==> src/rtl/alu_issue_ctrl.sv <==
// alu_issue_ctrl: decode / issue / writeback sequencer around an external ALU.
// Takes one 32-bit MIPS-style instruction per handshake, reads operands from an
// internal register file (r0 reads as zero), drives registered a/b/funct to the
// ALU, then writes the ALU's registered result back to the destination register.
//
// Ports:
//   clk, rst_n        clock and asynchronous active-low reset
//   instr_valid/instr upstream instruction handshake (input side)
//   instr_ready       high only while idle
//   alu_a/alu_b       registered ALU operands
//   alu_funct         registered ALU function code
//   alu_result        registered result coming back from the ALU
//   wb_valid/addr/data writeback strobe, destination and data (WB cycle only)
//   illegal           one-cycle pulse after an undecodable instruction
//   dbg_addr/dbg_data combinational debug read of the register file
//   instr_count       number of completed writebacks (wraps)
module alu_issue_ctrl #(
  parameter int unsigned NREGS = 32,
  parameter int unsigned CNT_W = 32
) (
  input  logic             clk,
  input  logic             rst_n,
  input  logic             instr_valid,
  input  logic [31:0]      instr,
  output logic             instr_ready,
  output logic [31:0]      alu_a,
  output logic [31:0]      alu_b,
  output logic [5:0]       alu_funct,
  input  logic [31:0]      alu_result,
  output logic             wb_valid,
  output logic [4:0]       wb_addr,
  output logic [31:0]      wb_data,
  output logic             illegal,
  input  logic [4:0]       dbg_addr,
  output logic [31:0]      dbg_data,
  output logic [CNT_W-1:0] instr_count
);

  typedef enum logic [1:0] {S_IDLE, S_EXEC, S_WB} state_e;

  state_e             state_q, state_d;
  logic [31:0]        alu_a_q, alu_a_d;
  logic [31:0]        alu_b_q, alu_b_d;
  logic [5:0]         alu_funct_q, alu_funct_d;
  logic [4:0]         dest_q, dest_d;
  logic               illegal_q, illegal_d;
  logic [CNT_W-1:0]   instr_count_q, instr_count_d;
  logic [31:0]        regs_q [NREGS];

  logic [5:0]  opcode, funct;
  logic [4:0]  rs, rt, rd;
  logic [15:0] imm;
  logic        dec_legal;
  logic [31:0] dec_a, dec_b;
  logic [5:0]  dec_funct;
  logic [4:0]  dec_dest;
  logic        handshake;
  logic        wr_en;

  assign opcode = instr[31:26];
  assign rs     = instr[25:21];
  assign rt     = instr[20:16];
  assign rd     = instr[15:11];
  assign imm    = instr[15:0];
  assign funct  = instr[5:0];

  // Decode: r0 is never written, so regs_q[0] already reads as zero.
  always_comb begin
    dec_legal = 1'b0;
    dec_a     = regs_q[rs];
    dec_b     = '0;
    dec_funct = '0;
    dec_dest  = rt;
    if (opcode == 6'h00) begin
      dec_legal = (funct <= 6'h08);
      dec_b     = regs_q[rt];
      dec_funct = funct;
      dec_dest  = rd;
    end else begin
      unique case (opcode)
        6'h08: begin dec_legal = 1'b1; dec_funct = 6'h00; dec_b = {{16{imm[15]}}, imm}; end
        6'h09: begin dec_legal = 1'b1; dec_funct = 6'h02; dec_b = {{16{imm[15]}}, imm}; end
        6'h0C: begin dec_legal = 1'b1; dec_funct = 6'h04; dec_b = {16'h0000, imm}; end
        6'h0D: begin dec_legal = 1'b1; dec_funct = 6'h05; dec_b = {16'h0000, imm}; end
        6'h0B: begin dec_legal = 1'b1; dec_funct = 6'h08; dec_b = {{16{imm[15]}}, imm}; end
        default: dec_legal = 1'b0;
      endcase
    end
  end

  // State register plus all datapath flops.
  always_ff @(posedge clk or negedge rst_n) begin
    if (!rst_n) begin
      state_q       <= S_IDLE;
      alu_a_q       <= '0;
      alu_b_q       <= '0;
      alu_funct_q   <= '0;
      dest_q        <= '0;
      illegal_q     <= 1'b0;
      instr_count_q <= '0;
      for (int unsigned i = 0; i < NREGS; i++) regs_q[i] <= '0;
    end else begin
      state_q       <= state_d;
      alu_a_q       <= alu_a_d;
      alu_b_q       <= alu_b_d;
      alu_funct_q   <= alu_funct_d;
      dest_q        <= dest_d;
      illegal_q     <= illegal_d;
      instr_count_q <= instr_count_d;
      if (wr_en) regs_q[dest_q] <= alu_result;
    end
  end

  // Next-state logic.
  always_comb begin
    state_d = state_q;
    unique case (state_q)
      S_IDLE:  if (instr_valid && dec_legal) state_d = S_EXEC;
      S_EXEC:  state_d = S_WB;
      S_WB:    state_d = S_IDLE;
      default: state_d = S_IDLE;
    endcase
  end

  // Datapath next values: operands only load on a legal handshake, so an
  // illegal instruction leaves the ALU inputs untouched.
  always_comb begin
    handshake     = (state_q == S_IDLE) && instr_valid;
    alu_a_d       = alu_a_q;
    alu_b_d       = alu_b_q;
    alu_funct_d   = alu_funct_q;
    dest_d        = dest_q;
    illegal_d     = handshake && !dec_legal;
    instr_count_d = instr_count_q;
    wr_en         = 1'b0;
    if (handshake && dec_legal) begin
      alu_a_d     = dec_a;
      alu_b_d     = dec_b;
      alu_funct_d = dec_funct;
      dest_d      = dec_dest;
    end
    if (state_q == S_WB) begin
      wr_en         = (dest_q != 5'd0);
      instr_count_d = instr_count_q + CNT_W'(1);
    end
  end

  // Outputs.
  always_comb begin
    instr_ready = (state_q == S_IDLE);
    wb_valid    = (state_q == S_WB);
    wb_addr     = '0;
    wb_data     = '0;
    if (state_q == S_WB) begin
      wb_addr = dest_q;
      wb_data = alu_result;
    end
  end

  assign alu_a       = alu_a_q;
  assign alu_b       = alu_b_q;
  assign alu_funct   = alu_funct_q;
  assign illegal     = illegal_q;
  assign instr_count = instr_count_q;
  assign dbg_data    = (dbg_addr == 5'd0) ? '0 : regs_q[dbg_addr];

endmodule
==> config.mk <==
export PLATFORM = sky130hd
export DESIGN_NAME = alu_issue_ctrl
export DESIGN_NICKNAME = d
export VERILOG_FILES = /design/src/rtl/alu_issue_ctrl.sv
export SDC_FILE = /design/constraint.sdc
export NUM_CORES = 2
export LEC_CHECK = 0
export CAP_MARGIN = 20
export CORE_UTILIZATION = 55
export DETAILED_ROUTE_END_ITERATION = 8
export PLACE_DENSITY_LB_ADDON = 0.12
export SKIP_CTS_REPAIR_TIMING = 1
export SYNTH_ARGS = -nofsm -noshare
export SYNTH_HDL_FRONTEND = slang
export SYNTH_SLANG_ARGS = --single-unit
export TNS_END_PERCENT = 20
==> constraint.sdc <==
create_clock -name clk -period 3.5 [get_ports clk]
set_input_delay 0.875 -clock clk [delete_from_list [all_inputs] [get_ports clk]]
set_output_delay 0.875 -clock clk [all_outputs]
set_load 0.05 [all_outputs]
==> impl_metrics.env <==
export IMPL_ys_ff_latch=1134
export IMPL_grt_pass1_wl_mm=360
export IMPL_ant_nets=0
export IMPL_avgSynthCellArea_sq_um=14.8
export IMPL_netlist_instances=4501
export IMPL_core_area_sq_mm=0.120
export IMPL_synth_edf_count=0
export IMPL_grt_use_met2=0.574
export IMPL_path_cells="buf_16 -> buf_16 -> buf_16 -> mux4_2 -> mux4_2 -> nand2_1 -> o21ai_2 -> buf_6"
export IMPL_cts_buffer_depth=3
export IMPL_final_setup_tns_ns=-4.56
export IMPL_synth_fp_nets=4574
export IMPL_async_flop_share=1.00
export IMPL_grt_ovfl_total=0
export IMPL_rsz0062_at_grt="true"
export IMPL_outcome="finished, violations left"
export IMPL_floorplan_initialDensity=0.555
export IMPL_dpl_hpwl_mm=160
export IMPL_avgRoutedWirePerCell_um=39.3
export IMPL_hp_class="in -> async"
export IMPL_path_max_fanout=7
export IMPL_layout_commonest_cell="dfrtp_1"
export IMPL_fin_crit_ns=3.71
export IMPL_final_cell_area_sq_mm=0.0792
export IMPL_gp_congestion=0.915
export IMPL_grt_max_degree=108
export IMPL_htree_num_levels=4
export IMPL_clk_pin_slew_ns=0.06
export IMPL_cp_start_kind="input port"
export IMPL_die_w_um=350
export IMPL_finalSetupViolCount=31
export IMPL_grt_busiest_layer="met2"
export IMPL_drive_gt1_frac=0.553
export IMPL_die_area_sq_mm=0.123
export IMPL_fmax_mhz=270
export IMPL_track_usage=0.417
export IMPL_end_kind="primary output"
export IMPL_final_nets=4845
export IMPL_cts_root_buf="clkbuf_16"
export IMPL_fin_hold_ws_ns=0.0650
export IMPL_clock_skew_ns=0.0282
export IMPL_fin_ws_ns=-0.210
export IMPL_first_pass_iters=6
export IMPL_critical_path_class="in -> out"
export IMPL_grt_use_met3=0.178
export IMPL_final_cell_mix="dfrtp_1, mux2_2, mux4_2"
export IMPL_cts_tree="done"
export IMPL_finalCritPeriodShare=1.06
export IMPL_p_per_area_mw_per_mm2=470
export IMPL_drc=0
export IMPL_clk_latency_ns=0.78
export IMPL_cp_data_required_time_ns=2.62
export IMPL_cts_buffers=130
export IMPL_area_delta_synth_final_pct=18.8
export IMPL_slew_viol_final=0
export IMPL_total_power_uw=37200
export IMPL_hold_viol_final=0
export IMPL_cp_arrival_ns=2.84
export IMPL_slew_headroom=0.243
export IMPL_yosysWarnings=0
export IMPL_num_io_pins=246
export IMPL_synth_area_sq_mm=0.0667
export IMPL_rows=127
export IMPL_grt_util_met1=0.561
export IMPL_yosysUniqueCellTypes=63
export IMPL_vias=48700
export IMPL_die_y_um=350
export IMPL_cpPeakStageDelay_ns=0.50
export IMPL_max_cap_violations=0
export IMPL_port_buffers=245
export IMPL_ir_drop_mv=0.546
export IMPL_drt_vias_per_instance=7.50
export IMPL_wl_mm=255
export IMPL_grt_pass1_vias=48200
export IMPL_cts_sinks=1134
export IMPL_synth_main_ff_cell="dfrtp_1"
export IMPL_total_leakage_power_uw=0.0336
export IMPL_place_area_sq_mm=0.0735
export IMPL_ys_seq_area_frac=0.426
export IMPL_critPathSlowestCell="mux4_2"
export IMPL_worst_pin_slew_ns=1.14
export IMPL_violations="negative setup slack"
export IMPL_drtIter0Drc=7313
export IMPL_antenna_found_initial=21
export IMPL_cpMostUsedCell="buf_16"
==> stage by stage <==
| step | instances | setup WS [ns] | util |
|---|---|---|---|
| floorplan | 4501 | -0.0764 | - |
| global placement | 6210 | -0.539 | 0.611 |
| detailed placement | 6212 | -0.570 | 0.612 |
| CTS | 6443 | -0.576 | 0.649 |
| global route | 6483 | -0.207 | 0.659 |
| finish | 6491 | -0.210 | 0.659 |
==> state kept, by name (all words and copies together) (netlist names) <==
signal / cells
regs_q: 1024
alu_a: 32
alu_b: 32
instr_count: 32
alu_funct: 6
dest_q: 5
state_q: 2
illegal: 1
==> cells in the mapped netlist (3+ instances only) <==
cell type | number | area share
a211o_1 | 9 | 0.0012
a211oi_1 | 35 | 0.0039
a21oi_1 | 23 | 0.0017
a22o_1 | 41 | 0.0054
a22oi_1 | 66 | 0.0074
a31oi_1 | 48 | 0.0045
and2_1 | 43 | 0.0040
and3_1 | 6 | 0.00056
and4_1 | 3 | 0.00039
buf_1 | 37 | 0.0021
buf_2 | 179 | 0.013
buf_4 | 34 | 0.0038
buf_6 | 22 | 0.0037
clkbuf_1 | 248 | 0.014
dfrtp_1 | 1134 | 0.43
inv_1 | 39 | 0.0022
mux2_1 | 7 | 0.0012
mux2_2 | 1092 | 0.18
mux2i_1 | 108 | 0.016
mux4_2 | 758 | 0.26
nand2_1 | 126 | 0.0071
nand2b_1 | 11 | 0.0010
nand3_1 | 24 | 0.0018
nand3b_1 | 5 | 0.00056
nand4_1 | 7 | 0.00066
nor2_1 | 44 | 0.0025
nor2_2 | 4 | 0.00038
nor2b_1 | 8 | 0.00075
nor3_1 | 57 | 0.0043
nor3b_1 | 5 | 0.00056
o211ai_1 | 12 | 0.0014
o21ai_0 | 16 | 0.0012
o21ai_1 | 38 | 0.0029
o221a_2 | 7 | 0.0012
o22ai_1 | 135 | 0.013
or3_1 | 4 | 0.00038
or3b_2 | 3 | 0.00039
xnor2_1 | 22 | 0.0029
xor2_1 | 9 | 0.0012
==> layer usage <==
layer | vias to the layer above | part of all wire
li1 | 18400 | -
met1 | 25800 | 0.37
met2 | 3649 | 0.42
met3 | 808 | 0.15
met4 | 26 | 0.057
met5 | - | 0.00072
==> kinds of logic (layout without fill, tap and decap cells) <==
family                   count (synthesis)  count (layout)  share of synthesized area
multiplexers                          1965            1965                      0.458
flip-flops                            1134            1134                      0.426
buffers and inverters                  561             931                     0.0393
AO/OA/AOI/OAI                          445             445                     0.0458
AND/OR/NAND/NOR                        364             364                     0.0272
XOR/XNOR                                31              31                    0.00407
adder cells (fa/ha/maj)                  1               1                   0.000188
other                                    0               8                          0
==> power by group <==
part / switching [uW] / internal (uW)
registers: 1170 / 14200
clock network: 5800 / 8790
logic: 3750 / 3550
total: 10700 / 26500
==> worst max-delay path, delay by kind of cell <==
family,cells,cell delay (ns)
mux,2,0.98
compound gates,1,0.11
buf+inv,4,0.72
simple gates,1,0.11
==> path summary, 6_finish.rpt <==
path	slack [ns]	end	start	depth (start not counted)
hold / removal	0.06	regs_q[212]$_DFFE_PN0P_	rst_n	1
min in group clk	0.42	regs_q[1008]$_DFFE_PN0P_	regs_q[1008]$_DFFE_PN0P_	0
max in group asynchronous	2.32	regs_q[899]$_DFFE_PN0P_	rst_n	3
setup reg to reg	0.47	regs_q[756]$_DFFE_PN0P_	state_q[0]$_DFFE_PN0P_	5
hold reg to reg	0.42	regs_q[1008]$_DFFE_PN0P_	regs_q[1008]$_DFFE_PN0P_	0
setup / recovery	-0.21	dbg_data[29]	dbg_addr[0]	8
==> final cells by class <==
type	count	area, sq um
tap	1612	2020
clock inverter	47	607
sequential	1134	28400
inverter	41	154
fill	8674	40900
multi-input combinational	2806	36200
antenna	8	20.0
timing repair buffer	659	7860
clock buffer	184	3940
No activity file was read; power rests on OpenSTA's default activity.
